`src/rtl/compare_pkg.sv`:
```
// compare_pkg
// Shared types and constants for the compare_stream_nbit block.
//   cmp_result_t : one-hot compare result, bit order {gt, eq, lt}
//   CMP_GT/EQ/LT : the three legal result codes
package compare_pkg;

    typedef logic [2:0] cmp_result_t;

    localparam cmp_result_t CMP_GT = 3'b100;
    localparam cmp_result_t CMP_EQ = 3'b010;
    localparam cmp_result_t CMP_LT = 3'b001;

endpackage

```
`src/rtl/compare_core.sv`:
```
// compare_core
// Purely combinational magnitude comparator producing a one-hot result.
// Ports:
//   a, b        : operands (WIDTH bits)
//   signed_mode : 1 = two's-complement compare, 0 = unsigned
//   result      : CMP_GT / CMP_EQ / CMP_LT
module compare_core
    import compare_pkg::*;
#(
    parameter int WIDTH = 4
) (
    input  logic [WIDTH-1:0] a,
    input  logic [WIDTH-1:0] b,
    input  logic             signed_mode,
    output cmp_result_t      result
);

    // Flipping the sign bit maps two's-complement order onto unsigned order,
    // so a single unsigned magnitude compare serves both modes.
    logic [WIDTH-1:0] a_ord;
    logic [WIDTH-1:0] b_ord;

    assign a_ord = {a[WIDTH-1] ^ signed_mode, a[WIDTH-2:0]};
    assign b_ord = {b[WIDTH-1] ^ signed_mode, b[WIDTH-2:0]};

    always_comb begin
        result = CMP_LT;
        if (a == b) begin
            result = CMP_EQ;
        end else if (a_ord > b_ord) begin
            result = CMP_GT;
        end
    end

endmodule

```
`src/rtl/compare_stream_nbit.sv`:
```
// compare_stream_nbit
// Streaming comparator with a single output register, saturating result
// statistics and running min/max of accepted 'a' operands.
// Optional feature macro: CMP_SIGNED_EN (adds signed_mode port; without it
// every compare is unsigned).
// Ports:
//   clk, rst_n              : clock, async active-low reset
//   in_valid / in_ready     : operand handshake for a, b (and signed_mode)
//   a, b                    : operands, CMP_WIDTH bits
//   signed_mode             : 1 = signed compare (CMP_SIGNED_EN builds only)
//   clear                   : sync clear of counters and min/max trackers
//   out_valid / out_ready   : result handshake
//   greater, equal, smaller : registered one-hot result
//   gt/eq/lt_count          : saturating counts of delivered results
//   max_a, min_a            : running max/min of accepted a
module compare_stream_nbit
    import compare_pkg::*;
#(
    parameter int CMP_WIDTH = 4,
    parameter int CNT_WIDTH = 8
) (
    input  logic                 clk,
    input  logic                 rst_n,
    input  logic                 in_valid,
    output logic                 in_ready,
    input  logic [CMP_WIDTH-1:0] a,
    input  logic [CMP_WIDTH-1:0] b,
`ifdef CMP_SIGNED_EN
    input  logic                 signed_mode,
`endif
    input  logic                 clear,
    output logic                 out_valid,
    input  logic                 out_ready,
    output logic                 greater,
    output logic                 equal,
    output logic                 smaller,
    output logic [CNT_WIDTH-1:0] gt_count,
    output logic [CNT_WIDTH-1:0] eq_count,
    output logic [CNT_WIDTH-1:0] lt_count,
    output logic [CMP_WIDTH-1:0] max_a,
    output logic [CMP_WIDTH-1:0] min_a
);

    localparam logic [CNT_WIDTH-1:0] CNT_MAX = '1;
    localparam logic [CNT_WIDTH-1:0] CNT_ONE = CNT_WIDTH'(1);

    logic        mode;
    logic        accept;
    logic        deliver;
    logic        first_pending;
    cmp_result_t res_ab;
    cmp_result_t res_max;
    cmp_result_t res_min;

`ifdef CMP_SIGNED_EN
    assign mode = signed_mode;
`else
    assign mode = 1'b0;
`endif

    // Output register may be refilled in the same cycle it drains.
    assign in_ready = !out_valid || out_ready;
    assign accept   = in_valid && in_ready;
    assign deliver  = out_valid && out_ready;

    compare_core #(.WIDTH(CMP_WIDTH)) u_cmp_ab (
        .a           (a),
        .b           (b),
        .signed_mode (mode),
        .result      (res_ab)
    );

    compare_core #(.WIDTH(CMP_WIDTH)) u_cmp_max (
        .a           (a),
        .b           (max_a),
        .signed_mode (mode),
        .result      (res_max)
    );

    compare_core #(.WIDTH(CMP_WIDTH)) u_cmp_min (
        .a           (a),
        .b           (min_a),
        .signed_mode (mode),
        .result      (res_min)
    );

    // Result register; result bits hold their last values after draining.
    always_ff @(posedge clk or negedge rst_n) begin
        if (!rst_n) begin
            out_valid <= 1'b0;
            greater   <= 1'b0;
            equal     <= 1'b0;
            smaller   <= 1'b0;
        end else if (accept) begin
            out_valid                  <= 1'b1;
            {greater, equal, smaller}  <= res_ab;
        end else if (out_ready) begin
            out_valid <= 1'b0;
        end
    end

    // Delivery statistics; a delivery in a clear cycle is dropped.
    always_ff @(posedge clk or negedge rst_n) begin
        if (!rst_n) begin
            gt_count <= '0;
            eq_count <= '0;
            lt_count <= '0;
        end else if (clear) begin
            gt_count <= '0;
            eq_count <= '0;
            lt_count <= '0;
        end else if (deliver) begin
            if (greater && gt_count != CNT_MAX) gt_count <= gt_count + CNT_ONE;
            if (equal   && eq_count != CNT_MAX) eq_count <= eq_count + CNT_ONE;
            if (smaller && lt_count != CNT_MAX) lt_count <= lt_count + CNT_ONE;
        end
    end

    // Min/max trackers. The first accept after reset or clear seeds both;
    // an accept in the clear cycle counts as that first sample.
    always_ff @(posedge clk or negedge rst_n) begin
        if (!rst_n) begin
            max_a         <= '0;
            min_a         <= '0;
            first_pending <= 1'b1;
        end else if (accept && (first_pending || clear)) begin
            max_a         <= a;
            min_a         <= a;
            first_pending <= 1'b0;
        end else if (clear) begin
            max_a         <= '0;
            min_a         <= '0;
            first_pending <= 1'b1;
        end else if (accept) begin
            if (res_max == CMP_GT) max_a <= a;
            if (res_min == CMP_LT) min_a <= a;
        end
    end

endmodule

```
`config.mk`:
```
export PLATFORM = sky130hd
export DESIGN_NAME = compare_stream_nbit
export DESIGN_NICKNAME = d
export VERILOG_FILES = /design/src/rtl/compare_pkg.sv /design/src/rtl/compare_core.sv /design/src/rtl/compare_stream_nbit.sv
export SDC_FILE = /design/constraint.sdc
export NUM_CORES = 1
export LEC_CHECK = 0
export ABC_AREA = 1
export BUFFER_PORTS_ARGS = -buffer_cell sky130_fd_sc_hd__buf_2
export CAP_MARGIN = 40
export CORE_MARGIN = 2
export CORE_UTILIZATION = 30
export DETAILED_ROUTE_END_ITERATION = 8
export PLACE_DENSITY = 0.54
export SKIP_CTS_REPAIR_TIMING = 1
export SYNTH_ARGS = -nofsm -noshare
export SYNTH_HDL_FRONTEND = slang
export SYNTH_SLANG_ARGS = --single-unit
```
`constraint.sdc`:
```
create_clock -name clk -period 1.68 [get_ports clk]
set_input_delay 0.42 -clock clk [delete_from_list [all_inputs] [get_ports clk]]
set_output_delay 0.42 -clock clk [all_outputs]
set_load 0.02 [all_outputs]
```
# Yosys cells after proc, flatten, opt, wreduce, memory -nomap -nowiden
# Cells that the tools add are included.
dict set report op_classes {
  n_lt_le_gt_ge 3
  n_shift 0
  n_eq_ne 8
  bitwise_logic 0
  n_mux 27
  add_sub_neg 3
  n_reduce_logical 23
  div_mod_pow 0
  n_mul 0
}
# op n
set op_table {}
lappend op_table {{$mux 8} 9}
lappend op_table {{$mux 4} 8}
lappend op_table {{$add 8x1->8 const B} 3}
lappend op_table {{$ne 8x8->1 const B} 3}
lappend op_table {{$mux 3} 6}
lappend op_table {{$eq 4x4->1} 3}
lappend op_table {{$gt 4x4->1} 3}
lappend op_table {{$reduce_bool 2->1} 6}
lappend op_table {{$reduce_and 2->1} 5}
lappend op_table {{$reduce_bool 3->1} 3}
lappend op_table {{$logic_and 1x1->1} 6}
lappend op_table {{$mux 1} 4}
lappend op_table {{$eq 3x1->1 const B} 1}
lappend op_table {{$eq 3x3->1 const B} 1}
lappend op_table {{$logic_or 1x1->1} 2}
lappend op_table {{$logic_not 1->1} 1}
dict set report totals {
  n_memories 0
  reg_bits 37
  latch_bits 0
  ramBits 0
  out_inout_bits 37
  wordCells 74
  romBits 0
  in_bits 13
}

# Longest topological paths before layout
dict set report depth {
  word_depth 8
  ltp_mapped 12
  depth_no_buf 12
}

# Cells and area by module
# A second synthesis with hierarchy kept.
dict set report unflattened {
  hier_cells 365
  hier_area_um2 2528.7
}
# module cells_each area_per_inst_um2 instances seq_area_each_um2
set modules_own_cells {}
lappend modules_own_cells {compare_stream_nbit 275 2048.2 1 927.1}
lappend modules_own_cells {compare_core 30 160.2 3 0.0}

# Worst setup path after synthesis
# No wires, ideal clock.
dict set report synth_timing {
  kind {reg2reg}
  start {reg min_a[3]}
  end {reg min_a[0]}
  n_path_buf 0
  t_arrival_ps 1328
  stages_incl_launch_ff 11
  setup_time_ps 117
  required_ps 1563
  setup_slack_ps 234
  synth_period_minus_slack_ps 1446
  path_cell_list {dfrtp_1 inv_1 ha_1 nand2_1 inv_1 nand3_1 nand3_1 nand2_1 nand2_1 nand2_1 nand2_1}
}
dict set report synth_via {
  elab_chain_len 6
  elab_cells_between_ends 7
  cone_classes {order compare (1); eq/ne (2); mux (2); reduce/logical (2)}
}
# item line
set synth_lines {}
lappend synth_lines {{from (decl)} compare_stream_nbit.sv:41} ;# output logic [CMP_WIDTH-1:0] min_a
lappend synth_lines {{from (signal assigned)} compare_stream_nbit.sv:124} ;# min_a <= '0;
lappend synth_lines {{from (signal assigned)} compare_stream_nbit.sv:128} ;# min_a <= a;
lappend synth_lines {{from (signal assigned)} compare_stream_nbit.sv:132} ;# min_a <= '0;
lappend synth_lines {{$gt 4x4->1} compare_core.sv:30} ;# end else if (a_ord > b_ord) begin
lappend synth_lines {{$mux 3} compare_core.sv:30}
lappend synth_lines {{$mux 3 (*)} compare_core.sv:28} ;# if (a == b) begin
lappend synth_lines {{$eq 3x1->1 (*)} compare_stream_nbit.sv:136} ;# if (res_min == CMP_LT) min_a <= a;
lappend synth_lines {{$reduce_bool 3->1 (no line) (*)} --}
lappend synth_lines {{$reduce_and 2->1 (no line) (*)} --}
# Every way passes the cells marked *; elsewhere a longest branch is shown, timed or not.
# A chain may end at the register's enable or synchronous reset.

# Worst setup path after layout
dict set report layout_timing {
  start {reg max_a[3]}
  end {reg max_a[2]}
}
dict set report layout_via {
  elab_chain_len 6
  elab_cells_between_ends 7
  cone_classes {order compare (1); eq/ne (2); mux (2); reduce/logical (2)}
}
# item line
set layout_lines {}
lappend layout_lines {{from (decl)} compare_stream_nbit.sv:40} ;# output logic [CMP_WIDTH-1:0] max_a,
lappend layout_lines {{from (signal assigned)} compare_stream_nbit.sv:123} ;# max_a <= '0;
lappend layout_lines {{from (signal assigned)} compare_stream_nbit.sv:127} ;# max_a <= a;
lappend layout_lines {{from (signal assigned)} compare_stream_nbit.sv:131} ;# max_a <= '0;
lappend layout_lines {{$gt 4x4->1} compare_core.sv:30}
lappend layout_lines {{$mux 3} compare_core.sv:30}
lappend layout_lines {{$mux 3 (*)} compare_core.sv:28}
lappend layout_lines {{$eq 3x3->1 (*)} compare_stream_nbit.sv:135} ;# if (res_max == CMP_GT) max_a <= a;
lappend layout_lines {{$reduce_bool 3->1 (no line) (*)} --}
lappend layout_lines {{$reduce_and 2->1 (no line) (*)} --}
# Marks and branches as above.

==> flow_summary_export.csv <==
group,metric,value,unit
run_status,outcome,"finished, final reports clean",
placement,placed_cell_area,0.00266,mm2
yosys,muxShareOfSynthArea,0,
routing,drt_iter0_drc,63,
placement,gp_congestion,0.824,
sta,fin_crit,1.47,ns
routing,wl,5100,um
yosys,syn_area_per_cell,7.57,um2
critical_path,crit_family,"simple AND/OR/NAND/NOR gates",
sta,rsz0062_at_grt,"no",
clock_tree,cts_tree,"yes",
sta,maxSlewHeadroom,0.677,
critical_path,crit_buf_inv,2,
yosys,post-synth-top-area-cell,"dfrtp_1",
critical_path,crit_type,"reg -> reg",
critical_path,path_cells,"inv_1 -> ha_1 -> nand2_1 -> inv_1 -> nand2_1 -> nand2_1 -> nand2_1 -> nand2_1 -> nand2_1 -> nand2_1 -> nand2_1",
yosys,synth_fa_ha_area_frac,0.0819,
yosys,yosysWarnings,0,
critical_path,cp_data_required_time,1.86,ns
yosys,synthCells,303,
critical_path,worst-r2r-cell-count,11,
sta,worst_clock_skew,0.00716,ns
final_layout,drive_gt1_frac,0.251,
global_route,grt_usage,0.133,
pwr,irDropWorstVdd,0.337,mV
final_layout,fillCellCount,761,
critical_path,cpMaxStageDelayCell,"dfrtp_1",
critical_path,startpoint_type,"flip-flop",
final_layout,final_common_cell,"nand2_1",
yosys,synth_top_family_by_area,"simple AND/OR/NAND/NOR gates",
routing,ant_nets,0,
routing,vias,2027,
routing,dr.pass1.iters,4,
critical_path,crit_path_end_kind,"flip-flop",
worst_hold_path,hold_path_class,"in -> async",
placement,port_buffers,49,
yosys,yosys.area.top_type_share,0.393,
routing,drc,0,
routing,routed-wl-met2,2450,um
yosys,synth-compound-area-share,0.0551,
sta,maxSlewViolCount,0,
final_layout,design_area,0.00280,mm2
yosys,synthesis.nets,331,
routing,routed_via_density,4.43,
sta,tns,0,ns
clock_tree,clock_path_buffers,2,
sta,final-setup-viol-count,0,
placement,dp_hpwl,3890,um
final_layout,nets,386,
yosys,synth_area,0.00229,mm2
routing,met3_length,136,um
sta,final.period_utilization,0.874,
floorplan,initial_core_util,0.313,
routing,routedWlPerCell,11.1,um
clock_tree,cts-root-buf,"clkbuf_8",
floorplan,rows,31,
final_layout,layout_common_cells,"nand2_1 (79), buf_2 (49), inv_1 (41)",
yosys,ys_ff_latch,37,
routing,met1Wirelength,2470,um
clock_tree,htreeDepth,2,
sta,worst_pin_slew,0.485,ns
clock_tree,cts_buffers,5,
global_route,grt_pass1_vias,2005,
sta,clock.fmax,0.681,GHz
pwr,p_per_area,877,mW/mm2
floorplan,core_region_area,0.00733,mm2
global_route,antenna_found_initial,0,
yosys,synth.yosys.seq_area_share,0.404,
critical_path,cp_slowest_stage_delay,0.39,ns
yosys,synthSimpleGateAreaFrac,0.343,
sta,holdWs,0.165,ns
final_layout,diodes,0,
floorplan,die_w,91.4,um
global_route,grt_first_pass_wirelength,9110,um
yosys,synth_cell_type_count,24,
final_layout,syn_to_final_growth,22.0,%
sta,worst_slack,0.211,ns
global_route,grt.overflow.total,0,
routing,top_layer_used,"met4",
floorplan,die_h,91.4,um
critical_path,cp.depth,11,
clock_tree,clkTransAtPathRegs,0.07,ns
critical_path,path_max_fanout,5,
sta,final-hold-violation-count,0,
clock_tree,clkLatencyLatePin,0.29,ns
clock_tree,clock_sinks,37,
critical_path,path_common_cell,"nand2_1",
placement,dp_slack,0.0601,ns
global_route,grt_max_degree,38,
pwr,cellLeakagePower,1.56,nW
floorplan,io-pin-count,50,
critical_path,arrival,1.65,ns
floorplan,die_area,0.00836,mm2
job,max_cap_viol_count,0,
yosys,synth.area.top_cells,"dfrtp_1 (39%), nand2_1 (13%), ha_1 (8.2%), inv_1 (6.7%), nand3_1 (6.3%)",
yosys,yosys.area_share.xor_xnor,0.0306,
## per-layer routing
metal / track usage / vias to the layer above
li1: - / 1063
met1: 0.172 / 934
met2: 0.222 / 26
met3: 0.0290 / 4
met4: 0.0379 / 0
met5: 0 / -
## flip-flops by register name, summed over array words and instances (netlist names)
signal and count:
max_a 4, eq_count 8, out_valid 1, min_a 4
lt_count 8, smaller 1, greater 1, gt_count 8
equal 1, first_pending 1
## cell type report
type,instances,area (um2),area share
multi-input combinational,216,1170,0.419
sequential,37,927,0.332
timing repair buffer,52,268,0.0957
inverter,46,173,0.0617
tap,99,124,0.0443
clock buffer,5,68.8,0.0246
clock inverter,3,65.1,0.0233
## through the flow
step / power (mW) / utilization / instances
2_1_floorplan: 1.38 / - / 303
3_3_place_gp: 1.55 / 0.363 / 450
3_5_place_dp: 1.56 / 0.363 / 450
4_1_cts: 2.50 / 0.381 / 458
5_1_grt: 2.61 / 0.381 / 458
6_report: 2.45 / 0.381 / 458
## where the power goes
group	internal, mW	leakage, nW	switching [mW]
Sequential	0.957	0.493	0.0573
Combinational	0.175	0.995	0.344
Clock	0.590	0.0681	0.329
## worst reg2reg max path, cell delays in order (launching register included)
cell and delay [ns]:
dfrtp_1 0.39, inv_1 0.06, ha_1 0.29, nand2_1 0.05, inv_1 0.06, nand2_1 0.05, nand2_1 0.05, nand2_1 0.05
nand2_1 0.12, nand2_1 0.12, nand2_1 0.08, nand2_1 0.05
## logic make-up after synthesis
family | count (synthesis)
adder cells (fa/ha/maj) | 15
flip-flops | 37
buffers and inverters | 50
XOR/XNOR | 8
AO/OA/AOI/OAI | 22
AND/OR/NAND/NOR | 171
## final timing paths
kind | startpoint | end | slack (ns)
worst max-delay path | max_a[3] | max_a[2] | 0.21
worst min-delay path | rst_n | min_a[3] | 0.17
worst max register to register | max_a[3] | max_a[2] | 0.21
worst min register to register | min_a[3] | min_a[3] | 0.50
max in group asynchronous | rst_n | first_pending | 1.15
min in group clk | in_valid | out_valid | 0.40
## cell usage after synthesis (all sizes together)
cell / count
o211ai: 3
nand4: 6
dfstp: 1
buf: 3
o21ai: 6
inv: 46
xor2: 8
dfrtp: 36
a21oi: 12
clkbuf: 1
nor3: 2
o22ai: 1
nand3: 32
ha: 15
nor2: 40
nand2: 91
No activity file was read; power rests on OpenSTA's default activity.
